[src/rtl/hist_sram_ctrl_pkg.sv]
// Shared types and constants for the histogram SRAM controller.
// Holds the FSM state encoding, the grant encoding and the default access timing.
package hist_sram_ctrl_pkg;

  typedef enum logic [2:0] {
    ST_IDLE,
    ST_RD_ACT,
    ST_RD_DONE,
    ST_WR_SETUP,
    ST_WR_PULSE,
    ST_WR_HOLD
  } state_t;

  typedef enum logic [1:0] {
    GNT_INC,
    GNT_RD,
    GNT_CLR
  } gnt_t;

  localparam int T_RD_DEF = 2;
  localparam int T_WE_DEF = 2;

  localparam logic [15:0] DW_MAX = 16'hFFFF;

endpackage

[src/rtl/hist_sram_ctrl_if.sv]
// Bundle of the requester handshakes and the SRAM-side pins of the histogram controller.
// slave = the controller itself, master = the surrounding logic and the SRAM/pad side.
interface hist_sram_ctrl_if #(
  parameter int AW = 20,
  parameter int DW = 16
);

  logic          inc_req;
  logic [AW-1:0] inc_addr;
  logic          inc_ack;

  logic          rd_req;
  logic [AW-1:0] rd_addr;
  logic [DW-1:0] rd_data;
  logic          rd_valid;

  logic          clr_start;
  logic          clr_busy;
  logic          clr_done;

  logic          sat_flag;
  logic          busy;

  logic [AW-1:0] sram_adr;
  logic          sram_oen;
  logic          sram_wen;
  logic [DW-1:0] dq_out;
  logic          dq_oe;
  logic [DW-1:0] dq_in;

  modport slave (
    input  inc_req, inc_addr, rd_req, rd_addr, clr_start, dq_in,
    output inc_ack, rd_data, rd_valid, clr_busy, clr_done, sat_flag, busy,
    output sram_adr, sram_oen, sram_wen, dq_out, dq_oe
  );

  modport master (
    output inc_req, inc_addr, rd_req, rd_addr, clr_start, dq_in,
    input  inc_ack, rd_data, rd_valid, clr_busy, clr_done, sat_flag, busy,
    input  sram_adr, sram_oen, sram_wen, dq_out, dq_oe
  );

endinterface

[src/rtl/hist_sram_ctrl.sv]
// Sequencer for the external async histogram SRAM: increment RMW, readout and clear sweep.
// All SRAM pins are driven from registers; the DQ tri-state lives at top level.
module hist_sram_ctrl
  import hist_sram_ctrl_pkg::*;
#(
  parameter int AW    = 20,
  parameter int DW    = 16,
  parameter int NBINS = 1024,
  parameter int T_RD  = T_RD_DEF,
  parameter int T_WE  = T_WE_DEF
) (
  input  logic            i_clk,
  input  logic            i_rst,
  hist_sram_ctrl_if.slave bus
);

  localparam logic [AW:0]   LP_NBINS = (AW+1)'(NBINS);
  localparam logic [AW-1:0] LP_LAST  = AW'(NBINS - 1);
  localparam logic [7:0]    LP_TRD   = 8'(T_RD - 1);
  localparam logic [7:0]    LP_TWE   = 8'(T_WE - 1);

  function automatic logic [DW-1:0] sat_inc(input logic [DW-1:0] v);
    return (v == {DW{1'b1}}) ? v : v + DW'(1);
  endfunction

  state_t        r_state;
  gnt_t          r_gnt;
  logic [7:0]    r_phase;
  logic [AW-1:0] r_clr_addr;
  logic [AW-1:0] r_adr;
  logic          r_oen;
  logic          r_wen;
  logic          r_dq_oe;
  logic [DW-1:0] r_dq_out;
  logic [DW-1:0] r_rd_data;
  logic          r_inc_ack;
  logic          r_rd_valid;
  logic          r_clr_busy;
  logic          r_clr_done;
  logic          r_sat;
  logic          r_last_inc;

  logic w_inc_oor;
  logic w_pick_inc;
  logic w_pick_rd;
  logic w_arb;
  logic w_oor_ack;

  // Round-robin: on a tie the requester not served last wins.
  assign w_inc_oor  = {1'b0, bus.inc_addr} >= LP_NBINS;
  assign w_pick_inc = bus.inc_req && (!bus.rd_req || !r_last_inc);
  assign w_pick_rd  = bus.rd_req && !w_pick_inc;
  assign w_arb      = (r_state == ST_IDLE) && !r_clr_busy;
  assign w_oor_ack  = w_arb && w_pick_inc && w_inc_oor;

  assign bus.inc_ack  = r_inc_ack | w_oor_ack;
  assign bus.rd_data  = r_rd_data;
  assign bus.rd_valid = r_rd_valid;
  assign bus.clr_busy = r_clr_busy;
  assign bus.clr_done = r_clr_done;
  assign bus.sat_flag = r_sat;
  assign bus.busy     = (r_state != ST_IDLE);
  assign bus.sram_adr = r_adr;
  assign bus.sram_oen = r_oen;
  assign bus.sram_wen = r_wen;
  assign bus.dq_out   = r_dq_out;
  assign bus.dq_oe    = r_dq_oe;

  always_ff @(posedge i_clk or posedge i_rst) begin
    if (i_rst) begin
      r_state    <= ST_IDLE;
      r_gnt      <= GNT_INC;
      r_phase    <= '0;
      r_clr_addr <= '0;
      r_adr      <= '0;
      r_oen      <= 1'b1;
      r_wen      <= 1'b1;
      r_dq_oe    <= 1'b0;
      r_dq_out   <= '0;
      r_rd_data  <= '0;
      r_inc_ack  <= 1'b0;
      r_rd_valid <= 1'b0;
      r_clr_busy <= 1'b0;
      r_clr_done <= 1'b0;
      r_sat      <= 1'b0;
      r_last_inc <= 1'b0;
    end else begin
      r_inc_ack  <= 1'b0;
      r_rd_valid <= 1'b0;
      r_clr_done <= 1'b0;

      if (bus.clr_start && !r_clr_busy) begin
        r_clr_busy <= 1'b1;
      end

      case (r_state)
        ST_IDLE: begin
          if (r_clr_busy) begin
            r_gnt      <= GNT_CLR;
            r_sat      <= 1'b0;
            r_clr_addr <= '0;
            r_adr      <= '0;
            r_dq_out   <= '0;
            r_dq_oe    <= 1'b1;
            r_state    <= ST_WR_SETUP;
          end else if (w_pick_inc) begin
            r_last_inc <= 1'b1;
            if (!w_inc_oor) begin
              r_gnt   <= GNT_INC;
              r_adr   <= bus.inc_addr;
              r_oen   <= 1'b0;
              r_phase <= LP_TRD;
              r_state <= ST_RD_ACT;
            end
          end else if (w_pick_rd) begin
            r_last_inc <= 1'b0;
            r_gnt      <= GNT_RD;
            r_adr      <= bus.rd_addr;
            r_oen      <= 1'b0;
            r_phase    <= LP_TRD;
            r_state    <= ST_RD_ACT;
          end
        end

        ST_RD_ACT: begin
          if (r_phase != 8'd0) begin
            r_phase <= r_phase - 8'd1;
          end else begin
            r_oen <= 1'b1;
            if (r_gnt == GNT_RD) begin
              r_rd_data  <= bus.dq_in;
              r_rd_valid <= 1'b1;
              r_state    <= ST_RD_DONE;
            end else begin
              r_dq_out <= sat_inc(bus.dq_in);
              if (bus.dq_in == {DW{1'b1}}) begin
                r_sat <= 1'b1;
              end
              r_state <= ST_WR_SETUP;
            end
          end
        end

        ST_RD_DONE: begin
          r_state <= ST_IDLE;
        end

        // Coming from a read, DQ_OE waits one cycle after OEN rises so the SRAM releases the bus first.
        ST_WR_SETUP: begin
          if (!r_dq_oe) begin
            r_dq_oe <= 1'b1;
          end else begin
            r_wen   <= 1'b0;
            r_phase <= LP_TWE;
            r_state <= ST_WR_PULSE;
          end
        end

        ST_WR_PULSE: begin
          if (r_phase != 8'd0) begin
            r_phase <= r_phase - 8'd1;
          end else begin
            r_wen   <= 1'b1;
            r_state <= ST_WR_HOLD;
            if (r_gnt == GNT_INC) begin
              r_inc_ack <= 1'b1;
            end
          end
        end

        // Between clear bins DQ stays driven; OEN is held high for the whole sweep.
        ST_WR_HOLD: begin
          if ((r_gnt == GNT_CLR) && (r_clr_addr != LP_LAST)) begin
            r_clr_addr <= r_clr_addr + AW'(1);
            r_adr      <= r_clr_addr + AW'(1);
            r_state    <= ST_WR_SETUP;
          end else begin
            r_dq_oe <= 1'b0;
            r_state <= ST_IDLE;
            if (r_gnt == GNT_CLR) begin
              r_clr_busy <= 1'b0;
              r_clr_done <= 1'b1;
              r_clr_addr <= '0;
            end
          end
        end

        default: begin
          r_state <= ST_IDLE;
        end
      endcase
    end
  end

endmodule

[src/flat_wrapper.sv]
// flat-port wrapper written by rule: the top's interface ports become plain ports
module hist_sram_ctrl_flat import hist_sram_ctrl_pkg::*;
#(
  parameter int AW    = 20,
  parameter int DW    = 16,
  parameter int NBINS = 1024,
  parameter int T_RD  = T_RD_DEF,
  parameter int T_WE  = T_WE_DEF
)
  (i_clk, i_rst, bus_inc_req, bus_inc_addr, bus_rd_req, bus_rd_addr, bus_clr_start, bus_dq_in, bus_inc_ack, bus_rd_data, bus_rd_valid, bus_clr_busy, bus_clr_done, bus_sat_flag, bus_busy, bus_sram_adr, bus_sram_oen, bus_sram_wen, bus_dq_out, bus_dq_oe);
  hist_sram_ctrl_if #(.AW(AW), .DW(DW)) bus_i ();
  input  logic i_clk;
  input  logic i_rst;
  input wire logic [$bits(bus_i.inc_req)-1:0] bus_inc_req;
  input wire logic [$bits(bus_i.inc_addr)-1:0] bus_inc_addr;
  input wire logic [$bits(bus_i.rd_req)-1:0] bus_rd_req;
  input wire logic [$bits(bus_i.rd_addr)-1:0] bus_rd_addr;
  input wire logic [$bits(bus_i.clr_start)-1:0] bus_clr_start;
  input wire logic [$bits(bus_i.dq_in)-1:0] bus_dq_in;
  output wire logic [$bits(bus_i.inc_ack)-1:0] bus_inc_ack;
  output wire logic [$bits(bus_i.rd_data)-1:0] bus_rd_data;
  output wire logic [$bits(bus_i.rd_valid)-1:0] bus_rd_valid;
  output wire logic [$bits(bus_i.clr_busy)-1:0] bus_clr_busy;
  output wire logic [$bits(bus_i.clr_done)-1:0] bus_clr_done;
  output wire logic [$bits(bus_i.sat_flag)-1:0] bus_sat_flag;
  output wire logic [$bits(bus_i.busy)-1:0] bus_busy;
  output wire logic [$bits(bus_i.sram_adr)-1:0] bus_sram_adr;
  output wire logic [$bits(bus_i.sram_oen)-1:0] bus_sram_oen;
  output wire logic [$bits(bus_i.sram_wen)-1:0] bus_sram_wen;
  output wire logic [$bits(bus_i.dq_out)-1:0] bus_dq_out;
  output wire logic [$bits(bus_i.dq_oe)-1:0] bus_dq_oe;
  assign bus_i.inc_req = bus_inc_req;
  assign bus_i.inc_addr = bus_inc_addr;
  assign bus_i.rd_req = bus_rd_req;
  assign bus_i.rd_addr = bus_rd_addr;
  assign bus_i.clr_start = bus_clr_start;
  assign bus_i.dq_in = bus_dq_in;
  assign bus_inc_ack = bus_i.inc_ack;
  assign bus_rd_data = bus_i.rd_data;
  assign bus_rd_valid = bus_i.rd_valid;
  assign bus_clr_busy = bus_i.clr_busy;
  assign bus_clr_done = bus_i.clr_done;
  assign bus_sat_flag = bus_i.sat_flag;
  assign bus_busy = bus_i.busy;
  assign bus_sram_adr = bus_i.sram_adr;
  assign bus_sram_oen = bus_i.sram_oen;
  assign bus_sram_wen = bus_i.sram_wen;
  assign bus_dq_out = bus_i.dq_out;
  assign bus_dq_oe = bus_i.dq_oe;
  hist_sram_ctrl #(.AW(AW), .DW(DW), .NBINS(NBINS), .T_RD(T_RD), .T_WE(T_WE)) u_core (.i_clk(i_clk), .i_rst(i_rst), .bus(bus_i));
endmodule
[config.mk]
export PLATFORM = sky130hd
export DESIGN_NAME = hist_sram_ctrl_flat
export DESIGN_NICKNAME = d
export VERILOG_FILES = /design/src/rtl/hist_sram_ctrl_pkg.sv /design/src/rtl/hist_sram_ctrl_if.sv /design/src/rtl/hist_sram_ctrl.sv /design/src/flat_wrapper.sv
export SDC_FILE = /design/constraint.sdc
export NUM_CORES = 1
export LEC_CHECK = 0
export CELL_PAD_IN_SITES_DETAIL_PLACEMENT = 1
export CELL_PAD_IN_SITES_GLOBAL_PLACEMENT = 1
export CORE_MARGIN = 4
export CORE_UTILIZATION = 35
export DETAILED_ROUTE_END_ITERATION = 6
export PLACE_DENSITY_LB_ADDON = 0.1
export SLEW_MARGIN = 40
export SYNTH_ARGS = -nofsm -noshare
export SYNTH_HDL_FRONTEND = slang
export SYNTH_SLANG_ARGS = --single-unit
[constraint.sdc]
create_clock -name i_clk -period 9.3 [get_ports i_clk]
set_input_delay 1.86 -clock i_clk [delete_from_list [all_inputs] [get_ports i_clk]]
set_output_delay 1.86 -clock i_clk [all_outputs]
set_load 0.005 [all_outputs]
==> results by group <==
Clock tree
  – CTS tree: done
  – Post-cts resize count: 0
  – CTS Buffer Depth: 2
  – Clk slew on worst S/H paths: 0.07 ns
  – H-tree Lvls: 3
  – Sink Count: 94
  – CTS Hold Bufs: 0
  – Clock Tree Root: clkbuf_16
  – Clock Latency Late Sink: 0.35 ns
  – TritonCTS Buffers: 9
  – Post-CTS Setup Bufs: 0

Synth
  – Synth warnings: 0
  – Mux contribution to synthesized area: 13.34%
  – Ranking of synthesized cells by area: dfrtp_1, mux2_4, mux2i_1
  – Mean Syn Cell Area: 9.980 um^2
  – Synth Area in Adders: 0.6889%
  – Netlist cell types: 71
  – Syn_nets: 610
  – Ys async rst share: 100.0%
  – Top cell type's share of synthesized area: 42.25%
  – Cell area after synthesis: 0.005449 mm^2
  – Post-synth EDFFs: 0
  – Synthesized instance count: 546
  – Compound-Gate Fraction of Synth Area: 15.45%
  – Sequential share of the synthesized area: 43.21%
  – Synth Register Bits: 94
  – Top cell type by total area after synthesis: dfrtp_1
  – Combinational family with the most area after synthesis: simple AND/OR/NAND/NOR gates
  – Post-Synth Simple-Gate Area: 19.06%
  – Post-synthesis xor/xnor area fraction: 3.697%
  – Synth Flop Type: dfrtp_1

Cells and area
  – Layout cells sized above 1: 11.53%
  – Antenna fix cells: 0
  – Fillers: 1741
  – Register area: 0.002355 mm^2
  – NumNets Final: 719
  – Area grow syn2layout: 29.30%
  – Area of the multi-input gates: 0.002850 mm^2
  – Final core occ: 46.35%

Critical path
  – Most used cell, CP: clkdlybuf4s50_1
  – CP top delay family: buffers and inverters
  – CP startpoint kind: primary input
  – CP max-delay cell: nor4_1
  – Req. time, crit path: 7.44 ns
  – R2R Setup Slk: 6.55 ns
  – CP Capture Type: primary output
  – Worst setup endpoint: bus_inc_ack
  – Launching point of the worst reg2reg path: u_core.r_phase[0]
  – Critical Path Source: bus_inc_addr[14]
  – Data arrival time of the critical path: 3.82 ns
  – Reg-to-reg endpoint: u_core.r_phase[1]
  – Crit-path max FO: 2
  – Setup CP Type: primary input to primary output
  – CP Depth: 5
  – Worst path cell trace: clkdlybuf4s50_1 -> nor4_1 -> nand3_1 -> a31o_2 -> clkdlybuf4s50_1
  – Delay of the slowest cell on the worst path: 0.61 ns
  – CP bufs+invs: 2
  – Cells on worst reg2reg path: 7

Power and ir drop
  – P_sw: 0.5444 mW
  – Sequential power share: 37.4%
  – Pwr/cell area: 207.8 mW/mm^2
  – Cell Int Power: 0.9195 mW
  – Clock network fraction of design power: 24.8%
  – Comb pwr share: 37.8%
  – Pleak: 2.882 nW
  – VDD IR-drop max: 0.00009341 V
  – Pwr Total: 1.464 mW
  – Sw frac: 37.19%

Status
  – Status: complete, no violations

Floorplan
  – Chip height: 132.8 um
  – # IOs: 122
  – Row count: 45
  – Effective utilization at floorplan: 35.84%
  – Die ar.: 0.01763 mm^2
  – Die W: 132.8 um
  – Core Box Area: 0.01520 mm^2

Placed design
  – Port Buffers: 121
  – RD Place Congestion: 0.8198
  – Post-place setup slack: 3.574 ns
  – Post-DP HPWL: 12070 um

Drt
  – Drt drc: 0
  – Avg Vias per Cell: 5.575
  – Routed met3 length: 754 um
  – DR iter-0 viols: 258
  – WL per Instance: 19.31 um
  – Final wirelength: 16360 um
  – Top layer reached by signal wires: met4
  – Pre-antenna DRT Iters: 5
  – M1 WL: 6970 um
  – Final ANT Viol Nets: 0
  – Via Count: 4722
  – WL met2: 8398 um

STA
  – Slew @ Worst Pin: 0.8212 ns
  – Headroom to the max-slew limit: 44.75%
  – Final period util: 61.03%
  – Final critical delay including setup and external delays: 5.676 ns
  – Max-slew violations: 0
  – Fin Clk Skew: 0.009185 ns
  – Worst Setup Slack, final: 3.624 ns
  – RSZ-0062 raised after global routing: no
  – Setup TNS: 0 ns
  – FMAX: 0.1762 GHz
  – Final setup violation count: 0
  – Min Hold Slack: 0.4817 ns
  – Final hold viol count: 0

Flow run
  – MaxCap Viol Count: 0

Global routing
  – Vias in the first global route: 5113
  – Largest net degree at the start of global routing: 73
  – Gr usage total: 18.75%
  – GR Overflow Total: 0
  – Antenna violations before repair: 0
  – First-pass GRT wire length: 26740 um

Hold path
  – Worst min path class: register to register
==> logic make-up after synthesis <==
logic type                 count (synthesis)
buffers and inverters                     41
and+or+nand+nor                          193
DFF                                       94
adders and majority gates                  3
muxes                                     61
AOI/OAI and AO/OA                        131
xor gates and xnor gates                  23
==> how the worst min path moves through the flow <==
stage / startpoint / endpoint / slack, ns / cells after the start
global placement: u_core.bus.dq_out[15] / u_core.bus.dq_out[15] / 0.46 / 2
global route: u_core.bus.dq_out[11] / u_core.bus.dq_out[11] / 0.51 / 2
detailed placement: u_core.bus.dq_out[11] / u_core.bus.dq_out[11] / 0.47 / 2
floorplan: u_core.r_last_inc / u_core.r_last_inc / 0.45 / 1
CTS: u_core.bus.dq_out[11] / u_core.bus.dq_out[11] / 0.49 / 2
finish: u_core.bus.dq_out[11] / u_core.bus.dq_out[11] / 0.48 / 2
==> routing by layer <==
layer	vias up	track usage, %
met1	2367	22.31
met5	-	0
met3	16	4.525
met2	91	33.55
li1	2248	-
met4	0	5.543
==> power by group through the flow <==
| stage | Sequential [mW] | Combinational [mW] | Clock (mW) |
|---|---|---|---|
| finish | 0.548 | 0.553 | 0.362 |
| global placement | 0.550 | 0.544 | 0 |
| floorplan | 0.528 | 0.359 | 0 |
| global route | 0.560 | 0.613 | 0.391 |
| CTS | 0.548 | 0.562 | 0.374 |
| detailed placement | 0.554 | 0.559 | 0 |
==> worst min-delay path: cells and delay by family, from the launching register on <==
kind | cells | cell delay, ns
AO/OA/AOI/OAI | 1 | 0.06
flip-flops | 1 | 0.35
AND/OR/NAND/NOR | 1 | 0.05
==> per-stage QoR <==
stage | cells | instance area (um^2)
floorplan | 546 | 5449
global placement | 829 | 6728
detailed placement | 832 | 6761
CTS | 847 | 7046
global route | 847 | 7046
finish | 847 | 7046
==> cell type report <==
type | count | area share (%)
multi-input combinational | 411 | 40.45
clock inverter | 4 | 0.4440
inverter | 10 | 0.5505
clock buffer | 11 | 3.587
timing repair buffer | 129 | 18.20
sequential | 94 | 33.42
tap | 188 | 3.339
==> placed cells by master (no fill, tap or decap), types with 8 or more instances in the layout <==
cell type,n
nand3_1,15
and3_1,8
dfrtp_1,92
mux2_4,19
a21oi_1,19
clkdlybuf4s50_1,121
o22ai_1,19
o21ai_0,36
inv_1,9
o31ai_1,13
mux2_2,17
mux2i_1,25
nor4_1,13
nand4_1,12
nor2_1,30
xor2_1,13
clkbuf_16,9
nand2_1,55
xnor2_1,10
nor3_1,12
==> Yosys cell counts, types with 5 or more instances <==
cell type	count
inv_1	10
a21oi_1	19
or3_1	6
nor2b_1	5
mux2_2	17
mux2_4	19
a31oi_1	7
and3_1	8
dfrtp_1	92
o31ai_1	13
buf_2	9
o22ai_1	19
nand4_1	12
nor3_1	12
mux2i_1	25
buf_6	10
nor4_1	13
nand3_1	15
xor2_1	13
nand2b_1	5
nand2_1	55
and4_1	5
xnor2_1	10
clkbuf_1	9
nor2_1	30
o21ai_0	36
==> flip-flops by register name, summed over array words and instances (netlist names), 2 cells and up <==
signal and count:
u_core.bus.sram_adr 20, u_core.r_clr_addr 20, u_core.bus.dq_out 16, u_core.bus.rd_data 16
u_core.r_phase 8, u_core.r_state 3, u_core.r_gnt 2
(Power assumes the default switching activity.)
